`src/rtl/imuldiv_int_div_iterative_param_if.sv`:
```
// Request/response channel of the iterative divider: val/rdy request carrying
// {fn, a, b}, val/rdy response carrying {remainder, quotient}.
interface imuldiv_int_div_iterative_param_if #(
    parameter int WIDTH = 32
);
    logic               divreq_msg_fn;
    logic [WIDTH-1:0]   divreq_msg_a;
    logic [WIDTH-1:0]   divreq_msg_b;
    logic               divreq_val;
    logic               divreq_rdy;
    logic [2*WIDTH-1:0] divresp_msg_result;
    logic               divresp_val;
    logic               divresp_rdy;

    modport master (
        output divreq_msg_fn, divreq_msg_a, divreq_msg_b, divreq_val, divresp_rdy,
        input  divreq_rdy, divresp_msg_result, divresp_val
    );

    modport slave (
        input  divreq_msg_fn, divreq_msg_a, divreq_msg_b, divreq_val, divresp_rdy,
        output divreq_rdy, divresp_msg_result, divresp_val
    );
endinterface

```
`src/rtl/imuldiv_int_div_iterative_param.sv`:
```
// Iterative restoring divider, one quotient bit per cycle, signed/unsigned,
// with a divide-by-zero fast path and a response held under backpressure.
module imuldiv_int_div_iterative_param #(
    parameter int WIDTH = 32
) (
    input  logic clk,
    input  logic reset,
    imuldiv_int_div_iterative_param_if.slave div
);
    localparam int CW = $clog2(WIDTH) + 1;
    localparam int RW = 2 * WIDTH + 1;
    localparam logic [CW-1:0] LAST = CW'(WIDTH - 1);

    typedef enum logic [1:0] {IDLE, CALC, SIGN, DONE} state_t;

    state_t             state;
    state_t             state_next;
    logic [CW-1:0]      counter;
    logic [RW-1:0]      rq;
    logic [RW-1:0]      shifted;
    logic [RW-1:0]      diff;
    logic [WIDTH-1:0]   b_mag;
    logic               q_neg;
    logic               r_neg;
    logic [2*WIDTH-1:0] result;
    logic               req_fire;
    logic               a_neg;
    logic               b_neg;
    logic               b_zero;

    function automatic logic [WIDTH-1:0] cond_neg(input logic [WIDTH-1:0] v, input logic en);
        return en ? (~v) + WIDTH'(1) : v;
    endfunction

    assign a_neg    = div.divreq_msg_fn & div.divreq_msg_a[WIDTH-1];
    assign b_neg    = div.divreq_msg_fn & div.divreq_msg_b[WIDTH-1];
    assign b_zero   = (div.divreq_msg_b == '0);
    assign req_fire = div.divreq_val & div.divreq_rdy;

    // Trial subtraction; bit RW-1 of diff is the borrow (negative result).
    assign shifted  = rq << 1;
    assign diff     = shifted - {1'b0, b_mag, {WIDTH{1'b0}}};

    always_ff @(posedge clk or posedge reset) begin
        if (reset) begin
            state <= IDLE;
        end else begin
            state <= state_next;
        end
    end

    always_comb begin
        state_next = state;
        case (state)
            IDLE: if (req_fire) state_next = b_zero ? DONE : CALC;
            CALC: if (counter == LAST) state_next = SIGN;
            SIGN: state_next = DONE;
            DONE: if (div.divresp_rdy) state_next = IDLE;
        endcase
    end

    // Ready is forced low while reset is held so nothing can fire mid-reset.
    always_comb begin
        div.divreq_rdy  = (state == IDLE) && !reset;
        div.divresp_val = (state == DONE);
    end

    assign div.divresp_msg_result = result;

    always_ff @(posedge clk or posedge reset) begin
        if (reset) begin
            counter <= '0;
            rq      <= '0;
            b_mag   <= '0;
            q_neg   <= 1'b0;
            r_neg   <= 1'b0;
            result  <= '0;
        end else begin
            case (state)
                IDLE: begin
                    if (req_fire) begin
                        rq      <= {{(WIDTH + 1){1'b0}}, cond_neg(div.divreq_msg_a, a_neg)};
                        b_mag   <= cond_neg(div.divreq_msg_b, b_neg);
                        q_neg   <= a_neg ^ b_neg;
                        r_neg   <= a_neg;
                        counter <= '0;
                        // Divide by zero: all-ones quotient, original dividend as remainder.
                        if (b_zero) begin
                            result <= {div.divreq_msg_a, {WIDTH{1'b1}}};
                        end
                    end
                end
                CALC: begin
                    if (!diff[RW-1]) begin
                        rq <= {diff[RW-1:1], 1'b1};
                    end else begin
                        rq <= shifted;
                    end
                    counter <= counter + CW'(1);
                end
                SIGN: begin
                    result <= {cond_neg(rq[2*WIDTH-1:WIDTH], r_neg),
                               cond_neg(rq[WIDTH-1:0], q_neg)};
                end
                DONE: begin
                end
            endcase
        end
    end
endmodule
```
`src/flat_wrapper.sv`:
```
// flat-port wrapper written by rule: the top's interface ports become plain ports
module imuldiv_int_div_iterative_param_flat 
#(
    parameter int WIDTH = 32
)
  (clk, reset, div_divreq_msg_fn, div_divreq_msg_a, div_divreq_msg_b, div_divreq_val, div_divresp_rdy, div_divreq_rdy, div_divresp_msg_result, div_divresp_val);
  imuldiv_int_div_iterative_param_if #(.WIDTH(WIDTH)) div_i ();
  input  logic clk;
  input  logic reset;
  input wire logic [$bits(div_i.divreq_msg_fn)-1:0] div_divreq_msg_fn;
  input wire logic [$bits(div_i.divreq_msg_a)-1:0] div_divreq_msg_a;
  input wire logic [$bits(div_i.divreq_msg_b)-1:0] div_divreq_msg_b;
  input wire logic [$bits(div_i.divreq_val)-1:0] div_divreq_val;
  input wire logic [$bits(div_i.divresp_rdy)-1:0] div_divresp_rdy;
  output wire logic [$bits(div_i.divreq_rdy)-1:0] div_divreq_rdy;
  output wire logic [$bits(div_i.divresp_msg_result)-1:0] div_divresp_msg_result;
  output wire logic [$bits(div_i.divresp_val)-1:0] div_divresp_val;
  assign div_i.divreq_msg_fn = div_divreq_msg_fn;
  assign div_i.divreq_msg_a = div_divreq_msg_a;
  assign div_i.divreq_msg_b = div_divreq_msg_b;
  assign div_i.divreq_val = div_divreq_val;
  assign div_i.divresp_rdy = div_divresp_rdy;
  assign div_divreq_rdy = div_i.divreq_rdy;
  assign div_divresp_msg_result = div_i.divresp_msg_result;
  assign div_divresp_val = div_i.divresp_val;
  imuldiv_int_div_iterative_param #(.WIDTH(WIDTH)) u_core (.clk(clk), .reset(reset), .div(div_i));
endmodule
```
`config.mk`:
```
export PLATFORM = sky130hd
export DESIGN_NAME = imuldiv_int_div_iterative_param_flat
export DESIGN_NICKNAME = d
export VERILOG_FILES = /design/src/rtl/imuldiv_int_div_iterative_param_if.sv /design/src/rtl/imuldiv_int_div_iterative_param.sv /design/src/flat_wrapper.sv
export SDC_FILE = /design/constraint.sdc
export NUM_CORES = 1
export LEC_CHECK = 0
export CORE_ASPECT_RATIO = 0.75
export CORE_MARGIN = 2
export CORE_UTILIZATION = 58
export CTS_CLUSTER_SIZE = 8
export DETAILED_ROUTE_END_ITERATION = 10
export MAX_ROUTING_LAYER = met4
export PLACE_DENSITY = 0.82
export SYNTH_ARGS = -nofsm -noshare
export SYNTH_HDL_FRONTEND = slang
export SYNTH_SLANG_ARGS = --single-unit
```
`constraint.sdc`:
```
create_clock -name clk -period 7.1 [get_ports clk]
set_input_delay 1.42 -clock clk [delete_from_list [all_inputs] [get_ports clk]]
set_output_delay 1.42 -clock clk [all_outputs]
set_load 0.02 [all_outputs]
```
==> results of run 1 <==
==> state kept, by name, indices dropped and copies added (netlist names) <==
| register | count |
|---|---|
| u_core.r_neg | 1 |
| u_core.state | 2 |
| u_core.q_neg | 1 |
| u_core.div.divresp_msg_result | 64 |
| u_core.b_mag | 32 |
| u_core.counter | 6 |
| u_core.rq | 64 |
==> cell families after synthesis <==
logic type                 count (synthesis)
DFF                                      170
muxes                                     21
and+or+nand+nor                          485
adders and majority gates                 42
AOI/OAI and AO/OA                        449
buffers and inverters                    137
xor gates and xnor gates                 136
==> placed cells by master, fill, tap and decap left out, drive strengths merged, types with 4 or more instances in the layout <==
cell type,count
nor4,10
inv,63
o311ai,4
nor3,21
and2,5
o21ai,153
clkdlybuf4s50,134
o21a,7
xnor2,39
clkinv,6
nand3,16
nand2,226
a31oi,38
a32o,4
nand4,16
xor2,97
a21oi,102
clkbuf,17
dfrtp,170
or3,24
o41ai,22
buf,14
or2,4
mux2i,20
nor2,110
a21o,9
o211ai,33
o31ai,24
or4,13
o31a,4
o2111ai,5
a221o,11
ha,41
nand2b,15
and3,8
==> power by group <==
part	total, mW	internal [mW]	switching, mW
Combinational	4.41	1.75	2.66
Sequential	1.93	1.41	0.511
Clock	0.945	0.476	0.468
Total	7.28	3.64	3.64
==> layer usage <==
metal / global-route usage / routed length (um) / vias up / share of wire
li1: - / - / 5345 / -
met1: 0.484 / 15800 / 5362 / 0.46
met2: 0.461 / 14400 / 483 / 0.42
met3: 0.0799 / 3490 / 39 / 0.10
met4: 0.0725 / 469 / 0 / 0.014
met5: - / 0 / - / 0
==> critical path, cell delays in order <==
cell and delay, ps:
clkdlybuf4s50_1 460, or4_1 550, or2_2 320, nor3_1 230, nand2_1 200, nor2_1 420, a32o_2 810, buf_4 480
nor2_1 90, a31oi_1 170
==> worst max path at each step <==
stage                               from                                 to  slack, ps  depth (start not counted)
finish               div_divreq_msg_b[9]   u_core.div.divresp_msg_result[4]       2290                         10
global route        div_divreq_msg_b[15]  u_core.div.divresp_msg_result[16]       1980                         10
global placement     div_divreq_msg_b[9]  u_core.div.divresp_msg_result[20]       2020                          9
CTS                  div_divreq_msg_b[9]   u_core.div.divresp_msg_result[4]       2320                         10
detailed placement   div_divreq_msg_b[9]   u_core.div.divresp_msg_result[4]       1880                         10
floorplan                          reset  u_core.div.divresp_msg_result[39]        430                          8
==> stage by stage <==
step | power [mW] | hold WS, ps
final | 7.28 | 481
after detailed placement | 6.23 | 466
after global placement | 6.09 | 456
after CTS | 7.19 | 482
after floorplan | 4.94 | 450
after global routing | 7.84 | 495
==> layout make-up <==
class	count	area [um^2]	share of cell area
clock buffer	17	425	0.0307
tap	258	323	0.0233
clock inverter	15	169	0.0122
sequential	170	4250	0.307
timing repair buffer	148	1450	0.105
inverter	54	208	0.0150
multi-input combinational	1133	7010	0.507
==> reports/metrics.csv, run 1 <==
metric,value,unit
ys_types,69,
grt.overflow.total,0,
die_h,127,um
total_leakage_power,5.66,nW
start_kind,input pin,
drt_pass1_iterations,6,
vias_per_cell,6.26,
slew_headroom,0.227,
synth_most_common_cell,nand2_1,
die-area,21400,um^2
die_x,168,um
netlist_instances,1440,
pin_count,135,
clk_latency,440,ps
ys_seq_elements,170,
crit_path_end_kind,register,
hold_depth,2,
min_from,u_core.div.divresp_msg_result[32],
globalplace.congestion,1.01,
yosys-top-cells-count,"nand2_1, dfrtp_1, o21ai_0",
track_usage,0.329,
nFillCells,1625,
grt_pass1_vias,10400,
post-cts-setup-buffers,0,
synth_fa_ha_area_frac,0.0454,
postSynthNetCount,1551,
maxCapViolCount,0,
crit_required,7460,ps
hpwlAfterDp,25200,um
synth_edf_count,0,
cts_buffers,17,
status,"complete, no violations",
start_util,0.586,
core,20000,um^2
yosysTopAreaCell,dfrtp_1,
synth_top_family_by_area,compound AO/OA/AOI/OAI gates,
fin_setup_tns,0,ps
cts_buffer_depth,2,
async_flop_share,1.00,
clock_sinks,170,
fin_crit,4810,ps
r2r_end,u_core.rq[61],
place_inst,1763,
synth_compound_area_frac,0.240,
skew,11.7,ps
yosys.area_share.simple,0.189,
hold_viol_final,0,
cts_max_level,4,
worst_slack,2290,ps
grt_first_pass_wirelength,54800,um
cts-hold-fix-buffers,0,
synth_area_per_cell,8.16,um^2
cp.arrival,5170,ps
setup_viol_count_final,0,
final-max-slew-violation-count,0,
grt_max_degree,82,
min_period_over_period,0.678,
diodes,0,
tightest_slew,1160,ps
drt_iter0_markers,1344,
ant_nets,0,
instances_no_fill,1795,
root_buffer,clkbuf_16,
utilization,0.690,
synth_area_leaders,"dfrtp_1, xor2_1, nand2_1",
drive_above_1_share,0.0462,
reg2reg_setup_slack,2660,ps
antenna_found_initial,0,
syn-cell-area,11800,um^2
vias,11200,
drc,0,
reg2reg_from,u_core.rq[31],
rsz0062_at_grt,no,
num_rows,45,
path_max_fanout,39,
wl_per_cell,19.0,um
synthXorXnorAreaFrac,0.101,
io_buffers,134,
ir_worst_vdd,0.000287,V
stdcell_area,13800,um^2
nets,1635,
worst-setup-path-type,input pin to register,
netlist.area_leader.share,0.362,
place_area,13200,um^2
clk_pin_slew_worst_paths,80,ps
ys_warn_count,0,
worstHoldEndpoint,u_core.div.divresp_msg_result[32],
r2r_cells,11,
dp_slack,1880,ps
routed_wirelength,34100,um
synth_ff_type,dfrtp_1,
synth.area.mux_share,0.0180,
cts_resized,0,
fmax,0.208,GHz
ys_seq_area_frac,0.362,
power.density,526,nW/um^2
hp-class,register to register,
area_growth_syn_to_layout,17.8,%
tritoncts,built,
Note: power is estimated with default switching activity, not from simulation.
==> run 2: changes to the inputs <==
--- a/config.mk
+++ b/config.mk
@@ -7,11 +7,11 @@
 export LEC_CHECK = 0
 export CORE_ASPECT_RATIO = 0.75
 export CORE_MARGIN = 2
-export CORE_UTILIZATION = 58
+export CORE_UTILIZATION = 52
 export CTS_CLUSTER_SIZE = 8
 export DETAILED_ROUTE_END_ITERATION = 10
 export MAX_ROUTING_LAYER = met4
-export PLACE_DENSITY = 0.82
+export PLACE_DENSITY = 0.78
 export SYNTH_ARGS = -nofsm -noshare
 export SYNTH_HDL_FRONTEND = slang
 export SYNTH_SLANG_ARGS = --single-unit
==> constraint.sdc (replaced) <==
create_clock -name clk -period 4.1 [get_ports clk]
set_input_delay 0.82 -clock clk [delete_from_list [all_inputs] [get_ports clk]]
set_output_delay 0.82 -clock clk [all_outputs]
set_load 0.02 [all_outputs]
==> run 2 against run 1 <==
Effect of this change: non-clock buffer count increased by 20; critical path depth increased by 3; combinational power increased by 77%.
==> reports/metrics.csv, run 2 (synthesis results as in run 1) <==
metric,value,unit
fmax,0.267,GHz
status,"complete, no violations",
nets,1655,
tightest_slew,1160,ps
vias,11300,
track_usage,0.314,
path_max_fanout,3,
num_rows,47,
grt_first_pass_wirelength,56800,um
tritoncts,built,
drc,0,
core,22100,um^2
wl_per_cell,19.2,um
skew,12.3,ps
start_util,0.531,
vias_per_cell,6.12,
dp_slack,330,ps
critPathMostFrequentCell,buf_4,
cts_resized,0,
cts_max_level,4,
final_common_cell,nand2_1,
crit_required,4420,ps
worst_path_largest_cell_delay,600,ps
clk_latency,440,ps
fin_setup_tns,0,ps
cts_buffer_depth,2,
rsz0062_at_grt,no,
drive_above_1_share,0.0565,
worst-setup-path-type,register to register,
ant_nets,0,
diodes,0,
grt_pass1_vias,10500,
min_period_over_period,0.914,
start_kind,register,
cts_buffers,17,
die_h,134,um
ir_worst_vdd,0.000532,V
total_leakage_power,5.73,nW
path_cells,inv_1 > ha_1 > fa_1 > nand2b_1 > a21oi_1 > o31a_1 > a31oi_1 > buf_4 > a2111oi_0 > buf_4 > o21ai_0 > o311a_1 > a221o_1,
worst_slack,353,ps
hpwlAfterDp,26400,um
hp-class,register to register,
clock_sinks,170,
final_cell_mix,"nand2_1, dfrtp_1, o21ai_0, clkdlybuf4s50_1, nor2_1",
setup_viol_count_final,0,
utilization,0.635,
slew_headroom,0.224,
place_inst,1819,
io_buffers,134,
grt.overflow.total,0,
slowest_stage,a2111oi_0,
crit_path_end_kind,register,
clk_pin_slew_worst_paths,70,ps
cts-hold-fix-buffers,0,
area_growth_syn_to_layout,19.5,%
drt_pass1_iterations,5,
fin_crit,3750,ps
antenna_found_initial,0,
die_x,178,um
pin_count,135,
power.density,907,nW/um^2
maxCapViolCount,0,
cp.arrival,4060,ps
post-cts-setup-buffers,0,
drt_iter0_markers,1188,
grt_max_degree,171,
final-max-slew-violation-count,0,
root_buffer,clkbuf_16,
instances_no_fill,1851,
routed_wirelength,35600,um
globalplace.congestion,0.957,
hold_viol_final,0,
die-area,23800,um^2
run 2: cell types whose count changed in the layout (fill, tap and decap cells not counted), sizes merged:
cell | previous run | this run
buf | 14 | 34
clkinvlp | 0 | 6
inv | 63 | 58
clkinv | 6 | 3
clkbuf | 17 | 19
run 2: worst max-delay path, delay by kind of cell (launching register included):
| family | cells | cell delay, ps |
|---|---|---|
| compound gates | 7 | 1880 |
| flops | 1 | 350 |
| buf+inv | 3 | 550 |
| fa+ha+maj | 2 | 630 |
| simple gates | 1 | 200 |
run 2: routing by layer:
metal	track usage	up-vias	wire, um
met1	0.461	5460	16900
met4	0.0660	0	618
met5	-	-	0
met2	0.431	444	14800
li1	-	5382	-
met3	0.0845	42	3310
run 2: stage by stage:
step	hold WS (ps)	power [mW]	cell area [um^2]
5_1_grt	510	13.7	14000
3_5_place_dp	471	11.0	13500
4_1_cts	486	12.6	14000
2_1_floorplan	450	8.70	11900
3_3_place_gp	468	10.8	13500
6_report	483	12.7	14000
run 2: area by class of cell:
cell class                      instances  area, um^2
Sequential cell                       170        4250
Fill cell                            1935        8070
Timing Repair Buffer                  168        1660
Inverter                               54         206
Clock buffer                           19         433
Multi-Input combinational cell       1133        7010
Clock inverter                         13         110
Tap cell                              294         368
run 2: where the power goes:
group	total (mW)	internal (mW)	leakage (nW)	switching (mW)
registers	3.40	2.45	2.04	0.953
logic	7.79	3.17	3.44	4.62
clock network	1.54	0.790	0.249	0.748
run 2: final timing paths:
check                           slack [ps]            start                                 to  depth (start not counted)
worst max-delay path                   350    u_core.rq[31]                      u_core.rq[60]                         13
worst min-delay path                   480  u_core.b_mag[9]                    u_core.b_mag[9]                          2
worst max register to register         350    u_core.rq[31]                      u_core.rq[60]                         13
worst min register to register         480  u_core.b_mag[9]                    u_core.b_mag[9]                          2
max in group asynchronous             2340            reset                      u_core.rq[36]                          3
min in group asynchronous             1070            reset  u_core.div.divresp_msg_result[62]                          3
==> run 3: changes to the inputs <==
--- a/config.mk
+++ b/config.mk
@@ -10,8 +10,10 @@
 export CORE_UTILIZATION = 52
 export CTS_CLUSTER_SIZE = 8
 export DETAILED_ROUTE_END_ITERATION = 10
+export GPL_TIMING_DRIVEN = 1
 export MAX_ROUTING_LAYER = met4
 export PLACE_DENSITY = 0.78
+export SLEW_MARGIN = 10
 export SYNTH_ARGS = -nofsm -noshare
 export SYNTH_HDL_FRONTEND = slang
 export SYNTH_SLANG_ARGS = --single-unit
==> results of run 3 <==
Final layout, timing and power as in run 2 (identical DEF).
